[src/rtl/ifetch_pkg.sv]
// Shared types for the instruction fetch unit: FSM states,
// output-buffer entry layout and the NOP used for faulting fetches.
package ifetch_pkg;

   localparam int XLEN = 32;

   localparam logic [XLEN-1:0] NOP = 32'h00000013;

   typedef enum logic [1:0] {
      IDLE,
      REQ,
      WAIT,
      DRAIN
   } ifetch_state_e;

   typedef struct packed {
      logic [XLEN-1:0] instr;
      logic [XLEN-1:0] pc;
      logic            fault;
   } fetch_entry_t;

endpackage

[src/rtl/ifetch_fifo.sv]
// Two-entry output buffer between fetch and decode.
// Ports: clk/rst, push_i+data_i, pop_i, flush_i (clears all entries),
// data_o (head entry), full_o, empty_o.
module ifetch_fifo
   import ifetch_pkg::*;
(
   input  logic         clk,
   input  logic         rst,
   input  logic         push_i,
   input  fetch_entry_t data_i,
   input  logic         pop_i,
   input  logic         flush_i,
   output fetch_entry_t data_o,
   output logic         full_o,
   output logic         empty_o
);

   fetch_entry_t mem_q [2];
   logic         wr_q;
   logic         rd_q;
   logic [1:0]   cnt_q;
   logic         do_push;
   logic         do_pop;

   assign full_o  = (cnt_q == 2'd2);
   assign empty_o = (cnt_q == 2'd0);
   assign do_pop  = pop_i && !empty_o;
   // A push into a full buffer is fine when the head leaves this cycle.
   assign do_push = push_i && (!full_o || do_pop);
   assign data_o  = mem_q[rd_q];

   always_ff @(posedge clk or posedge rst) begin
      if (rst) begin
         mem_q[0] <= '0;
         mem_q[1] <= '0;
         wr_q     <= 1'b0;
         rd_q     <= 1'b0;
         cnt_q    <= 2'd0;
      end else if (flush_i) begin
         wr_q  <= 1'b0;
         rd_q  <= 1'b0;
         cnt_q <= 2'd0;
      end else begin
         if (do_push) begin
            mem_q[wr_q] <= data_i;
            wr_q        <= ~wr_q;
         end
         if (do_pop) begin
            rd_q <= ~rd_q;
         end
         cnt_q <= cnt_q + {1'b0, do_push} - {1'b0, do_pop};
      end
   end

endmodule

[src/rtl/ifetch_unit.sv]
// Instruction fetch unit: one outstanding memory transaction, 2-entry
// output buffer, flush support. Ports: pc_i/pc_valid_i/pc_ready_o from
// the PC stage, imem_* request/response, out_* towards decode, flush_i.
// Optional IFETCH_MISALIGN_CHECK_EN: misaligned PCs push a faulting NOP.
module ifetch_unit
   import ifetch_pkg::*;
#(
   parameter int DATA_WIDTH = 32
) (
   input  logic                  clk,
   input  logic                  rst,
   input  logic [DATA_WIDTH-1:0] pc_i,
   input  logic                  pc_valid_i,
   output logic                  pc_ready_o,
   input  logic                  flush_i,
   output logic                  imem_req_o,
   output logic [DATA_WIDTH-1:0] imem_addr_o,
   input  logic                  imem_gnt_i,
   input  logic                  imem_rvalid_i,
   input  logic [DATA_WIDTH-1:0] imem_rdata_i,
   output logic                  out_valid_o,
   input  logic                  out_ready_i,
   output logic [DATA_WIDTH-1:0] out_instr_o,
   output logic [DATA_WIDTH-1:0] out_pc_o,
   output logic                  out_fault_o
);

   ifetch_state_e         state_q;
   logic [DATA_WIDTH-1:0] pc_q;
   logic                  req_q;
   logic                  fifo_full;
   logic                  fifo_empty;
   fetch_entry_t          push_ent;
   fetch_entry_t          head;
   logic                  fault_push;
   logic                  accept;
   logic                  resp_done;
   logic                  push;
   logic                  pop;

`ifdef IFETCH_MISALIGN_CHECK_EN
   logic mis_q;
   // A misaligned PC parks in WAIT for one cycle and pushes a NOP.
   assign fault_push = (state_q == WAIT) && mis_q;
`else
   assign fault_push = 1'b0;
`endif

   assign pc_ready_o = !rst && (state_q == IDLE)
                       && !fifo_full && !flush_i;
   assign accept     = pc_valid_i && pc_ready_o;
   assign resp_done  = (state_q == WAIT)
                       && (imem_rvalid_i || fault_push);
   assign push       = resp_done && !flush_i;
   assign pop        = out_valid_o && out_ready_i;

   always_comb begin
      push_ent       = '0;
      push_ent.instr = fault_push ? NOP : imem_rdata_i;
      push_ent.pc    = pc_q;
      push_ent.fault = fault_push;
   end

   always_ff @(posedge clk or posedge rst) begin
      if (rst) begin
         state_q <= IDLE;
         pc_q    <= '0;
         req_q   <= 1'b0;
`ifdef IFETCH_MISALIGN_CHECK_EN
         mis_q   <= 1'b0;
`endif
      end else begin
         unique case (state_q)
            IDLE: begin
               if (accept) begin
                  pc_q <= pc_i;
`ifdef IFETCH_MISALIGN_CHECK_EN
                  if (|pc_i[1:0]) begin
                     mis_q   <= 1'b1;
                     state_q <= WAIT;
                  end else begin
                     mis_q   <= 1'b0;
                     req_q   <= 1'b1;
                     state_q <= REQ;
                  end
`else
                  req_q   <= 1'b1;
                  state_q <= REQ;
`endif
               end
            end
            REQ: begin
               if (flush_i) begin
                  req_q   <= 1'b0;
                  state_q <= imem_gnt_i ? DRAIN : IDLE;
               end else if (imem_gnt_i) begin
                  req_q   <= 1'b0;
                  state_q <= WAIT;
               end
            end
            WAIT: begin
               if (resp_done) begin
                  state_q <= IDLE;
               end else if (flush_i) begin
                  state_q <= DRAIN;
               end
            end
            DRAIN: begin
               if (imem_rvalid_i) begin
                  state_q <= IDLE;
               end
            end
            default: state_q <= IDLE;
         endcase
      end
   end

   ifetch_fifo u_fifo (
      .clk     (clk),
      .rst     (rst),
      .push_i  (push),
      .data_i  (push_ent),
      .pop_i   (pop),
      .flush_i (flush_i),
      .data_o  (head),
      .full_o  (fifo_full),
      .empty_o (fifo_empty)
   );

   assign imem_req_o  = req_q;
   assign imem_addr_o = pc_q;
   assign out_valid_o = !fifo_empty;
   assign out_instr_o = head.instr;
   assign out_pc_o    = head.pc;
   assign out_fault_o = head.fault;

endmodule
[config.mk]
export PLATFORM = sky130hd
export DESIGN_NAME = ifetch_unit
export DESIGN_NICKNAME = d
export VERILOG_FILES = /design/src/rtl/ifetch_pkg.sv /design/src/rtl/ifetch_fifo.sv /design/src/rtl/ifetch_unit.sv
export SDC_FILE = /design/constraint.sdc
export NUM_CORES = 1
export LEC_CHECK = 0
export ABC_CLOCK_PERIOD_IN_PS = 5300
export CAP_MARGIN = 20
export CORE_ASPECT_RATIO = 1.1
export CORE_MARGIN = 2
export CORE_UTILIZATION = 35
export CTS_CLUSTER_DIAMETER = 120
export DETAILED_ROUTE_END_ITERATION = 7
export GPL_TIMING_DRIVEN = 0
export PLACE_DENSITY_LB_ADDON = 0.08
export SKIP_CTS_REPAIR_TIMING = 1
export SYNTH_ARGS = -nofsm -noshare
export SYNTH_HDL_FRONTEND = slang
export SYNTH_SLANG_ARGS = --single-unit
[constraint.sdc]
create_clock -name clk -period 5.3 [get_ports clk]
set_clock_uncertainty 0.05 [all_clocks]
set_input_delay 1.06 -clock clk [delete_from_list [all_inputs] [get_ports clk]]
set_output_delay 1.06 -clock clk [all_outputs]
set_load 0.01 [all_outputs]
# Yosys cells after proc, flatten, opt, wreduce, memory -nomap -nowiden
# Cells that the tools add are included.
# Widths: inputs -> output; s select.
# totals
register_bits,169
input_bits,71
output_inout_bits,100
elab_cells,77
# classes
n_addsub,2
order_cmp,3
n_eq_ne,8
muxes,23
bitwise,5
reduce_logical,24
# op_table
operator,count
$mux 65,4
$bwmux 130,1
$demux 65 s1,1
$mux 2,8
$logic_and 1x1->1,10
$pmux 2 s4,1
$mux 1,7
$eq 2x2->1 const B,3
$ne 3x3->1 const B,2
$reduce_bool 2->1,3
$ge 2x2->1 const B,2
$logic_not 1->1,4
$logic_not 2->1,2
$ne 2x2->1 const B,2
$not 1->2,2
$reduce_and 2->1,2
$reduce_and 4->1,1
$not 1->1,3
$reduce_and 3->1,1
$add 2x1->2,1
$eq 2x1->1 const B,1
$lt 2x1->1 const B,1
$pmux 1 s2,1
$sub 2x1->2,1
$logic_or 1x1->1,1

# Depth between registers and ports, before layout
# depth
depth_word,9
depth_mapped,6

# By module
# From an unflattened synthesis, not the netlist that was laid out.
# hier_totals
hier_cells,460
area_unflattened_um2,7561.0
# modules_own_cells
module,instances,cells_per_inst,area_per_inst_um2,seq_area_each_um2
ifetch_fifo,1,371,6069.6,3353.2
ifetch_unit,1,89,1491.4,875.8

# Worst setup path after synthesis
# No wires, ideal clock.
# synth_timing
path_kind,in2out
startpoint,input port flush_i
endpoint,output port pc_ready_o
arrival_ns,1.511
slack_ns,2.679
stages,3
n_path_buf,1
cell_sequence,buf_4 nor2_1 and3_1
# synth_between
elab_chain_cells,2
# synth_rtl
item,line,rtl
"start, declared",ifetch_unit.sv:15,"input logic flush_i,"
$logic_not 1->1,ifetch_unit.sv:50,&& !fifo_full && !flush_i;
$logic_and 1x1->1,ifetch_unit.sv:50,
"end, declared",ifetch_unit.sv:14,"output logic pc_ready_o,"
# Every way passes these cells.

# Worst setup path in the final report
# layout_timing
startpoint,register u_fifo.rd_q
endpoint,output port out_instr_o[28]
# layout_between
elab_chain_cells,4
# layout_rtl
item,line,rtl
"start, declared",ifetch_fifo.sv:20,logic rd_q;
"start signal, assigned",ifetch_fifo.sv:49,rd_q <= ~rd_q;
$not 1->2 (implied by the code),ifetch_fifo.sv:30,assign data_o = mem_q[rd_q];
$mux 65 (implied by the code) (3 in a row),ifetch_fifo.sv:30,
"end, declared",ifetch_unit.sv:23,"output logic [DATA_WIDTH-1:0] out_instr_o,"
# Every way passes these cells. The select of a mux whose other input is x is not followed.

==> results.sh <==
export IMPL_grt_usage_pct=15.39
export IMPL_synthArstFlopShare_pct=100.0
export IMPL_p_sw_mw=1.673
export IMPL_setup_worst_path_class="flop to output port"
export IMPL_diodes=0
export IMPL_synth_nets=528
export IMPL_synth_adder_area_share_pct=0.3487
export IMPL_synth_top_cells_by_count="mux2_2 (175), dfrtp_1 (167), mux2_1 (49), buf_2 (9), buf_6 (7)"
export IMPL_initial_core_util_pct=35.89
export IMPL_synth_edf_count=0
export IMPL_ys_flop_type="dfrtp_1"
export IMPL_drc=0
export IMPL_ant_nets=0
export IMPL_crit_chain="clkbuf_1, buf_2, mux2_2, clkdlybuf4s50_1"
export IMPL_postSynthCellCount=455
export IMPL_synth_area_um2=7177
export IMPL_design_area_um2=9892
export IMPL_ys_seq_area_share_pct=58.23
export IMPL_final_max_slew_violation_count=0
export IMPL_coreArea_um2=20000
export IMPL_nNetsFinal=719
export IMPL_dp_hpwl_um=11750
export IMPL_clock_path_buffers=2
export IMPL_worst_pin_slew_ns=0.8269
export IMPL_synthMuxAreaShare_pct=35.15
export IMPL_clockRootBuffer="clkbuf_16"
export IMPL_yosys_cell_types_count=30
export IMPL_dieHeight_um=154.2
export IMPL_switching_share_pct=29.26
export IMPL_slowest_delay_ns=0.54
export IMPL_vias_per_cell=4.777
export IMPL_setup_ws_ns=1.686
export IMPL_intPower_mw=4.044
export IMPL_die_area_um2=21670
export IMPL_seqPwrFrac_pct=37.0
export IMPL_synth_top_area_share_pct=58.23
export IMPL_synthXorXnorAreaFrac_pct=0.3661
export IMPL_place_gp_congestion=0.7319
export IMPL_yosysWarningCount=0
export IMPL_clock_latency_ns=0.42
export IMPL_slowest_stage="clkdlybuf4s50_1"
export IMPL_pre_cts_ws_ns=1.804
export IMPL_peakVddDrop_mv=0.2168
export IMPL_synth_avg_cell_area_um2=15.77
export IMPL_grt_setup_unrepaired="false"
export IMPL_drive_gt1_share_pct=36.12
export IMPL_setup_violations=0
export IMPL_synth_compound_area_share_pct=0.5404
export IMPL_reg2reg_slack_ns=3.27
export IMPL_cts_tree="yes"
export IMPL_worstPathRequired_ns=4.19
export IMPL_io_buffers=168
export IMPL_wl_um=16220
export IMPL_yosysMostFrequentCell="mux2_2"
export IMPL_rows=54
export IMPL_clkTransAtPathRegs_ns=0.06
export IMPL_io_pins=171
export IMPL_crit_path_start_kind="flop"
export IMPL_cts_sinks=167
export IMPL_drv_cap=0
export IMPL_ys_seq_elements=167
export IMPL_cp_end_kind="output port"
export IMPL_synth_area_leader_cell="dfrtp_1"
export IMPL_min_period_over_period_pct=68.18
export IMPL_overflow=0
export IMPL_antenna_found_initial=0
export IMPL_leakagePower_nw=4.487
export IMPL_tns_ns=0
export IMPL_p_comb_share_pct=39.7
export IMPL_grt_pass1_wl_um=25690
export IMPL_path_max_fanout=10
export IMPL_clkPwrFrac_pct=23.3
export IMPL_timing_fmax_ghz=0.2767
export IMPL_hold_viol_final=0
export IMPL_cts_buffers=17
export IMPL_worstPathArrival_ns=2.50
export IMPL_placed_area_um2=9258
export IMPL_dr_total_vias=4352
export IMPL_relSlewSlack_pct=44.76
export IMPL_drt_iter0_drc=144
export IMPL_first_global_vias=4691
export IMPL_yosys_top_cells_area="dfrtp_1 (58%), mux2_2 (27%), mux2_1 (7.7%)"
export IMPL_hold_path_class="flop to flop"
export IMPL_status="finished clean"
export IMPL_die_w_um=140.5
export IMPL_wl_per_cell_um=17.81
export IMPL_grt_max_degree=43
export IMPL_hold_slack_ns=0.4318
export IMPL_htree_levels=4
export IMPL_p_total_mw=5.716
export IMPL_synth_simple_area_share_pct=2.022
export IMPL_post_place_cells=879
export IMPL_post_route_util_pct=49.46
export IMPL_p_per_area_nw_per_um2=577.9
export IMPL_fin_cells=911
export IMPL_synth_top_family_by_area="multiplexers"
export IMPL_fin_crit_ns=3.614
export IMPL_drtPass1Iterations=3
export IMPL_area_growth_synth_to_final_pct=37.83
==> layout by cell type, fill, tap and decap left out, types with 5 or more instances in the layout <==
master	Yosys	routed
mux2_2	175	175
clkdlybuf4s50_1	0	168
dfrtp_1	167	167
mux2_1	49	49
clkbuf_16	0	17
buf_2	9	9
buf_6	7	7
nor2_1	5	5
inv_6	0	5
==> metal layers <==
| layer | up-vias | GRT usage [%] | share of wire (%) |
|---|---|---|---|
| met4 | 0 | 4.238 | 0.92 |
| met3 | 11 | 5.511 | 6.1 |
| met5 | - | 0 | 0 |
| li1 | 1999 | - | - |
| met1 | 2238 | 18.36 | 42 |
| met2 | 104 | 26.42 | 51 |
==> final timing paths <==
| path | start | end | cells past startpoint |
|---|---|---|---|
| max | u_fifo.rd_q$_DFFE_PP0P_ | out_instr_o[28] | 4 |
| min | u_fifo.mem_q[97]$_DFFE_PP0P_ | u_fifo.mem_q[97]$_DFFE_PP0P_ | 1 |
| max reg2reg | state_q[1]$_DFFE_PP0P_ | imem_addr_o[7]$_DFFE_PP0P_ | 4 |
| min reg2reg | u_fifo.mem_q[97]$_DFFE_PP0P_ | u_fifo.mem_q[97]$_DFFE_PP0P_ | 1 |
| max in group asynchronous | rst | u_fifo.mem_q[108]$_DFFE_PP0P_ | 4 |
| min in group asynchronous | rst | imem_addr_o[30]$_DFFE_PP0P_ | 2 |
==> worst max-delay path: cells and delay by family (launching register included) <==
family                 cells  cell delay (ns)
flip-flops                 1             0.33
multiplexers               1             0.38
buffers and inverters      3             1.37
==> flip-flops by register name (all words and copies together), names as in the netlist <==
name          flops
u_fifo.cnt_q      2
imem_req_o        1
u_fifo.rd_q       1
u_fifo.wr_q       1
imem_addr_o      32
state_q           2
u_fifo.mem_q    128
==> layout make-up <==
class                   count  area, µm²
well taps                 252      315.3
plain buffers              26      221.5
fillers                  1738      10110
clock inverters            13      191.4
multi-input cells         258       2761
repair buffers            172       1762
flip-flops and latches    167       4179
inverters                   4      18.77
clock buffers              19      442.9
==> power groups by stage <==
stage | registers [mW] | logic [mW] | clock network (mW)
global route | 2.19 | 2.44 | 1.43
global placement | 2.10 | 2.27 | 0
floorplan | 2.09 | 1.13 | 0
CTS | 2.12 | 2.32 | 1.37
finish | 2.11 | 2.27 | 1.33
detailed placement | 2.14 | 2.31 | 0
==> cell families (layout without fill, tap and decap cells) <==
group | count (synthesis) | in the layout
muxes | 224 | 224
adders and majority gates | 2 | 2
other | 1 | 1
and+or+nand+nor | 22 | 22
xor gates and xnor gates | 3 | 3
AOI/OAI and AO/OA | 6 | 6
buffers and inverters | 30 | 234
DFF | 167 | 167
Power figures use the tool's default switching activity.
